<file path="config.mk">
export PLATFORM = sky130hd
export DESIGN_NAME = divider
export DESIGN_NICKNAME = d
export VERILOG_FILES = /design/src/rtl/divider_pkg.sv /design/src/rtl/divider_step.sv /design/src/rtl/divider.sv
export SDC_FILE = /design/constraint.sdc
export NUM_CORES = 1
export LEC_CHECK = 0
export CAP_MARGIN = 10
export CORE_ASPECT_RATIO = 2
export CORE_MARGIN = 1.5
export CORE_UTILIZATION = 35
export DETAILED_ROUTE_END_ITERATION = 7
export SYNTH_ARGS = -nofsm -noshare
export SYNTH_HDL_FRONTEND = slang
export SYNTH_HIERARCHICAL = 1
export SYNTH_SLANG_ARGS = --single-unit
</file>
<file path="constraint.sdc">
create_clock -name clk -period 3.2 [get_ports clk]
set_input_delay 0.64 -clock clk [delete_from_list [all_inputs] [get_ports clk]]
set_output_delay 0.64 -clock clk [all_outputs]
set_load 0.01 [all_outputs]
</file>
<file path="src/rtl/divider_pkg.sv">
// divider_pkg: shared state encoding and constants for the iterative divider.
package divider_pkg;
    localparam int DIN_W_DEF = 8;
    localparam logic [63:0] DZ_QUOTIENT = '1;
    typedef enum logic [1:0] {IDLE, BUSY, DONE} state_e;
endpackage

</file>
<file path="src/rtl/divider_step.sv">
// divider_step: one restoring-division iteration (shift, trial subtract, restore).
module divider_step #(
    parameter int DIN_W = 8
) (
    input  logic [DIN_W-1:0] rem_i,
    input  logic [DIN_W-1:0] quo_i,
    input  logic [DIN_W-1:0] divisor_i,
    output logic [DIN_W-1:0] rem_o,
    output logic [DIN_W-1:0] quo_o
);
    logic [DIN_W:0] shifted;
    logic [DIN_W:0] diff;
    logic           neg;

    // rem < divisor keeps shifted < 2*divisor, so the MSB of diff is the sign
    assign shifted = {rem_i, quo_i[DIN_W-1]};
    assign diff    = shifted - {1'b0, divisor_i};
    assign neg     = diff[DIN_W];
    assign rem_o   = neg ? shifted[DIN_W-1:0] : diff[DIN_W-1:0];
    assign quo_o   = {quo_i[DIN_W-2:0], ~neg};
endmodule

</file>
<file path="src/rtl/divider.sv">
// divider: iterative restoring unsigned divider with valid/ready handshakes.
module divider
    import divider_pkg::*;
#(
    parameter int DIN_W = DIN_W_DEF,
    parameter int CNT_W = $clog2(DIN_W + 1)
) (
    input  logic             clk,
    input  logic             rst_n,
    input  logic             start_valid_i,
    output logic             start_ready_o,
    input  logic [DIN_W-1:0] dividend_i,
    input  logic [DIN_W-1:0] divisor_i,
    output logic             result_valid_o,
    input  logic             result_ready_i,
    output logic [DIN_W-1:0] quotient_o,
    output logic [DIN_W-1:0] remainder_o,
    output logic             div_by_zero_o
);
    state_e             state_q, state_d;
    logic [CNT_W-1:0]   cnt_q, cnt_d;
    logic [DIN_W-1:0]   quo_q, quo_d, rem_q, rem_d, dvs_q, dvs_d;
    logic [DIN_W-1:0]   step_quo, step_rem;
    logic               dz_q, dz_d;

    divider_step #(.DIN_W(DIN_W)) u_step (
        .rem_i     (rem_q),
        .quo_i     (quo_q),
        .divisor_i (dvs_q),
        .rem_o     (step_rem),
        .quo_o     (step_quo)
    );

    always_comb begin
        state_d = state_q;
        cnt_d   = cnt_q;
        quo_d   = quo_q;
        rem_d   = rem_q;
        dvs_d   = dvs_q;
        dz_d    = dz_q;
        unique case (state_q)
            IDLE: if (start_valid_i) begin
                dvs_d   = divisor_i;
                dz_d    = divisor_i == '0;
                quo_d   = dz_d ? DZ_QUOTIENT[DIN_W-1:0] : dividend_i;
                rem_d   = dz_d ? dividend_i : '0;
                cnt_d   = dz_d ? '0 : CNT_W'(DIN_W);
                state_d = dz_d ? DONE : BUSY;
            end
            BUSY: begin
                quo_d   = step_quo;
                rem_d   = step_rem;
                cnt_d   = cnt_q - CNT_W'(1);
                state_d = (cnt_q == CNT_W'(1)) ? DONE : BUSY;
            end
            DONE: state_d = result_ready_i ? IDLE : DONE;
            default: state_d = IDLE;
        endcase
    end

    always_ff @(posedge clk or negedge rst_n) begin
        if (!rst_n) begin
            state_q <= IDLE;
            cnt_q   <= '0;
            quo_q   <= '0;
            rem_q   <= '0;
            dvs_q   <= '0;
            dz_q    <= 1'b0;
        end else begin
            state_q <= state_d;
            cnt_q   <= cnt_d;
            quo_q   <= quo_d;
            rem_q   <= rem_d;
            dvs_q   <= dvs_d;
            dz_q    <= dz_d;
        end
    end

    assign start_ready_o  = state_q == IDLE;
    assign result_valid_o = state_q == DONE;
    assign quotient_o     = quo_q;
    assign remainder_o    = rem_q;
    assign div_by_zero_o  = dz_q;
endmodule

</file>
* After elaboration in Yosys (flattened, before gate mapping) *
Index checks and enable logic that the tools add are counted.

word-level totals
  input bits = 20
  output and inout bits = 19
  logic and storage cells = 33
  register bits after elaboration = 31

operators by class
  add/subtract/negate cells = 2
  eq/ne operators = 4
  multiplexer cells = 15
  bitwise logic cells = 1
  reduce and logical (&&, ||, !) cells = 5

operators by type and width
  kind                 number
  $mux 8               5
  $pmux 8 s2           2
  $sub 9x8->9          1
  $logic_not 8->1      1
  $mux 2               4
  $mux 4               2
  $pmux 4 s2           1
  $pmux 2 s3           1
  $eq 4x1->1 const B   1
  $reduce_and 2->1     2
  $sub 4x1->4 const B  1
  $eq 2x1->1 const B   1
  $eq 2x2->1 const B   1
  $logic_not 2->1      1
  $ne 2x2->1 const B   1
  $reduce_bool 2->1    1
  $not 1->1            1

* Longest topological paths before layout *
  word-level depth = 4
  depth in mapped cells = 11

* Hierarchy *
Netlist, hierarchy kept.

modules (own cells, without submodules)
  module        times used  area each (um^2)  cells each
  divider       1           1510.2            140
  divider_step  1           538.0             65

* Worst setup path before layout *
Ideal clock, no wire load.

  path type = register -> register
  from = reg quo_q[7], in the netlist quotient_o[7]
  to = reg rem_q[1], in the netlist remainder_o[1]
  arrival time = 2.505 ns
  period minus slack after synthesis = 2.623 ns
  slack = 0.577 ns
  data required time = 3.082 ns
  cell stages (with the launch flop) = 12
  buffers on the path = 0
  cells stage by stage = dfrtp_1 -> inv_1 -> ha_1 -> inv_1 -> fa_1 -> a21o_1 -> a21oi_2 -> o31ai_4 -> xor2_4 -> mux2_2 -> a22o_1 -> a21o_1

on the way
  cells in the longest elaborated chain, start to end = 3

RTL lines
  what                    RTL line            text
  start, declared         divider.sv:22       logic [DIN_W-1:0] quo_q, quo_d, rem_q, rem_d, dvs_q, dvs_d;
  start signal, assigned  divider.sv:72       quo_q <= quo_d;
  $sub 9x8->9             divider_step.sv:17  assign diff = shifted - {1'b0, divisor_i};
  $mux 8                  divider_step.sv:19  assign rem_o = neg ? shifted[DIN_W-1:0] : diff[DIN_W-1:0];
  net step_rem[1]         divider.sv:23       logic [DIN_W-1:0] step_quo, step_rem;
  $pmux 8 s2              divider.sv:41       unique case (state_q)
  end signal, assigned    divider.sv:73       rem_q <= rem_d;
  end, declared           divider.sv:22

The timed path passes the listed nets, and every way through them passes these cells.
A chain may end at the register's enable or synchronous reset.

* Worst setup path after layout *
  from = reg quo_q[7], in the netlist quotient_o[7]
  to = reg rem_q[4], in the netlist remainder_o[4]

Same word-level chain as after synthesis.

==> results.md <==
- Status: finished clean
- Hold Crit Start: div_by_zero_o
- Largest family of logic cells by synthesized area: compound AO/OA/AOI/OAI gates
- CP Capture Type: register
- Post-DP HPWL: 3.714 mm
- Clk pin slew, worst setup/hold paths: 0.05 ns
- Full die area: 6348 sq um
- Most common cell after layout, fill and taps aside: clkdlybuf4s50_1
- Fill count: 545
- IO Count: 39
- DR vias: 1,638
- Compound-cell area share of the yosys netlist: 22.72%
- Total CTS buffers: 5
- Power density of the placed cells: 1241 nW/um^2
- Post-CTS Setup Inserts: 0
- Synth area leader: dfrtp_1
- Mapped Cells: 205
- Share of flip-flops with an asynchronous set or reset: 100.0%
- #FFs+latches synth: 31
- Die width: 57.09 um
- Buf/Inv on CP: 2
- Final Skew: 0.004470 ns
- Max-Cap Viols: 0
- Core area: 5660 sq um
- Peak supply drop: 0.5633 mV
- Normalized max-slew margin: 40.97%
- Cell Area, Synth: 2048 sq um
- Hold Crit Class: register to register
- Final setup fails: 0
- CTS max path bufs: 2
- Primary FF master, synth: dfrtp_1
- Fmax: 0.3584 GHz
- Setup TNS: 0 ns
- Sequential area share after synthesis: 37.87%
- Non-Filler Instances: 297
- Final ANT Viol Nets: 0
- Vias in the first global route: 1,686
- Via density: 5.515
- Clock Sinks: 31
- Mean post-synth cell area: 9.991 sq um
- Tcrit/Tclk final: 87.20%
- RSZ-0062 raised after global routing: no
- Mux contribution to synthesized area: 9.835%
- Most frequent cells in the layout: clkdlybuf4s50_1, dfrtp_1, a22o_1
- Data arrival, critical path: 2.95 ns
- CP delay by family, top: compound AO/OA/AOI/OAI gates
- Initial core utilization: 36.18%
- Crit path kind: register to register
- Cts repair resizes: 0
- Synth-to-Final Area Change: 27.06%
- Initial DRC Count: 57
- I/O Buffers: 38
- Post-Place Cells: 289
- GRT Total Usage: 16.81%
- Ant. Diodes: 0
- Initial DRT Pass Iterations: 4
- Fraction of layout cells with a size suffix above 1: 13.98%
- H-Tree Depth: 2
- Clk root buf: clkbuf_16
- Tot Pwr: 0.003230 W
- Die H: 111.2 um
- Top cells by area, synth: dfrtp_1, mux2_2, a22o_1
- Mapped Nets: 236
- WL final: 4.999 mm
- Worst setup path startpoint: quotient_o[7]
- Critical path cell sequence: inv_1 -> ha_1 -> inv_1 -> fa_1 -> a21o_1 -> a21oi_2 -> o31ai_4 -> xor2_4 -> mux2_2 -> a22o_1 -> a21o_1
- CTS tree: done
- Largest net degree at the start of global routing: 32
- Latest clock arrival within the worst-skew pair: 0.27 ns
- Num rows: 39
- Startpoint Class: register
- Antenna violations before repair: 0
- Leak: 1.215 nW
- Delay of the slowest critical-path stage: 0.39 ns
- First-pass GRT wire length: 8.321 mm
- Post-CTS Hold Buffers: 0
- Max-slew violations: 0
- Routability congestion estimate: 0.7881
- Number of synthesized flops with an enable pin: 0
- Reg2reg start: quotient_o[7]
- Worst Path Required: 3.36 ns
- Net count, final: 266
- WL/cell: 16.83 um
- DRC violations left: 0
- Worst hold slack: 0.4779 ns
- YS warnings: 6
- Synth Area in Adders: 7.086%
- GRT overflow: 0
- Simple-Gate Fraction of Synth Area: 11.85%
- CP max stage cell: fa_1
- Peak fanout along the critical path: 9
- Post-synth cell types: 44
- Fin crit period: 2.790 ns
- Slew @ Worst Pin: 0.8849 ns
- Post-synth top area share: 37.87%
- XOR/XNOR Fraction of Synth Area: 3.054%
- Final Hold Fails: 0
-- where the power goes --
| group | switching, W | internal (W) | leakage (nW) | total (W) |
|---|---|---|---|---|
| logic | 0.000867 | 0.000979 | 0.739 | 0.00185 |
| registers | 0.000191 | 0.000581 | 0.385 | 0.000771 |
| clock network | 0.000166 | 0.000446 | 0.0911 | 0.000612 |
| total | 0.00122 | 0.00201 | 1.21 | 0.00323 |
-- worst paths after layout --
path | slack (ns) | cells past startpoint | to
min in group asynchronous | 0.76 | 2 | div_by_zero_o
max in group asynchronous | 2.14 | 2 | remainder_o[7]
max reg2reg | 0.41 | 11 | remainder_o[4]
max | 0.41 | 11 | remainder_o[4]
min | 0.48 | 1 | div_by_zero_o
min reg2reg | 0.48 | 1 | div_by_zero_o
-- routing by layer --
metal	vias up	routed length [um]	track usage, %
met5	-	0	0
met4	0	145	7.907
met3	9	138	1.634
met2	33	2813	30.27
met1	812	1901	19.09
li1	784	-	-
-- state kept, by name (all words and copies together) (netlist names) --
register       flops
cnt_q              4
div_by_zero_o      1
dvs_q              8
quotient_o         8
remainder_o        8
state_q            2
-- synthesized netlist by cell type, types with 6 or more instances --
cell type / instances
a21o_1: 10
a21oi_1: 13
a22o_1: 17
buf_4: 7
clkbuf_1: 7
dfrtp_1: 31
ha_1: 10
inv_1: 13
mux2_2: 16
nand2_1: 13
nand2b_1: 6
nor2_1: 13
o21ai_0: 12
-- stage by stage --
| stage | worst slack, ns | instance area (sq um) | util, % |
|---|---|---|---|
| 4_1_cts | 0.3855 | 2603 | 45.98 |
| 2_1_floorplan | 0.5768 | 2048 | - |
| 5_1_grt | 0.2343 | 2603 | 45.98 |
| 6_report | 0.4098 | 2603 | 45.98 |
| 3_3_place_gp | 0.4868 | 2414 | 42.64 |
| 3_5_place_dp | 0.4281 | 2414 | 42.64 |
-- cells by family (layout without fill, tap and decap cells) --
kind of cell,after synthesis,in the layout
multiplexers,18,18
buffers and inverters,30,61
XOR/XNOR,5,5
AO/OA/AOI/OAI,65,65
AND/OR/NAND/NOR,45,45
flip-flops,31,31
adder cells (fa/ha/maj),11,11
-- layout make-up --
cell class	count	area (sq um)	share of cell area (%)
Clock inverter	2	60.06	2.308
Timing Repair Buffer	40	395.4	15.19
Inverter	13	48.80	1.875
Multi-Input combinational cell	144	1117	42.93
Tap cell	61	76.32	2.933
Sequential cell	31	775.7	29.81
Clock buffer	6	128.9	4.952
No activity file was read; power rests on OpenSTA's default activity.
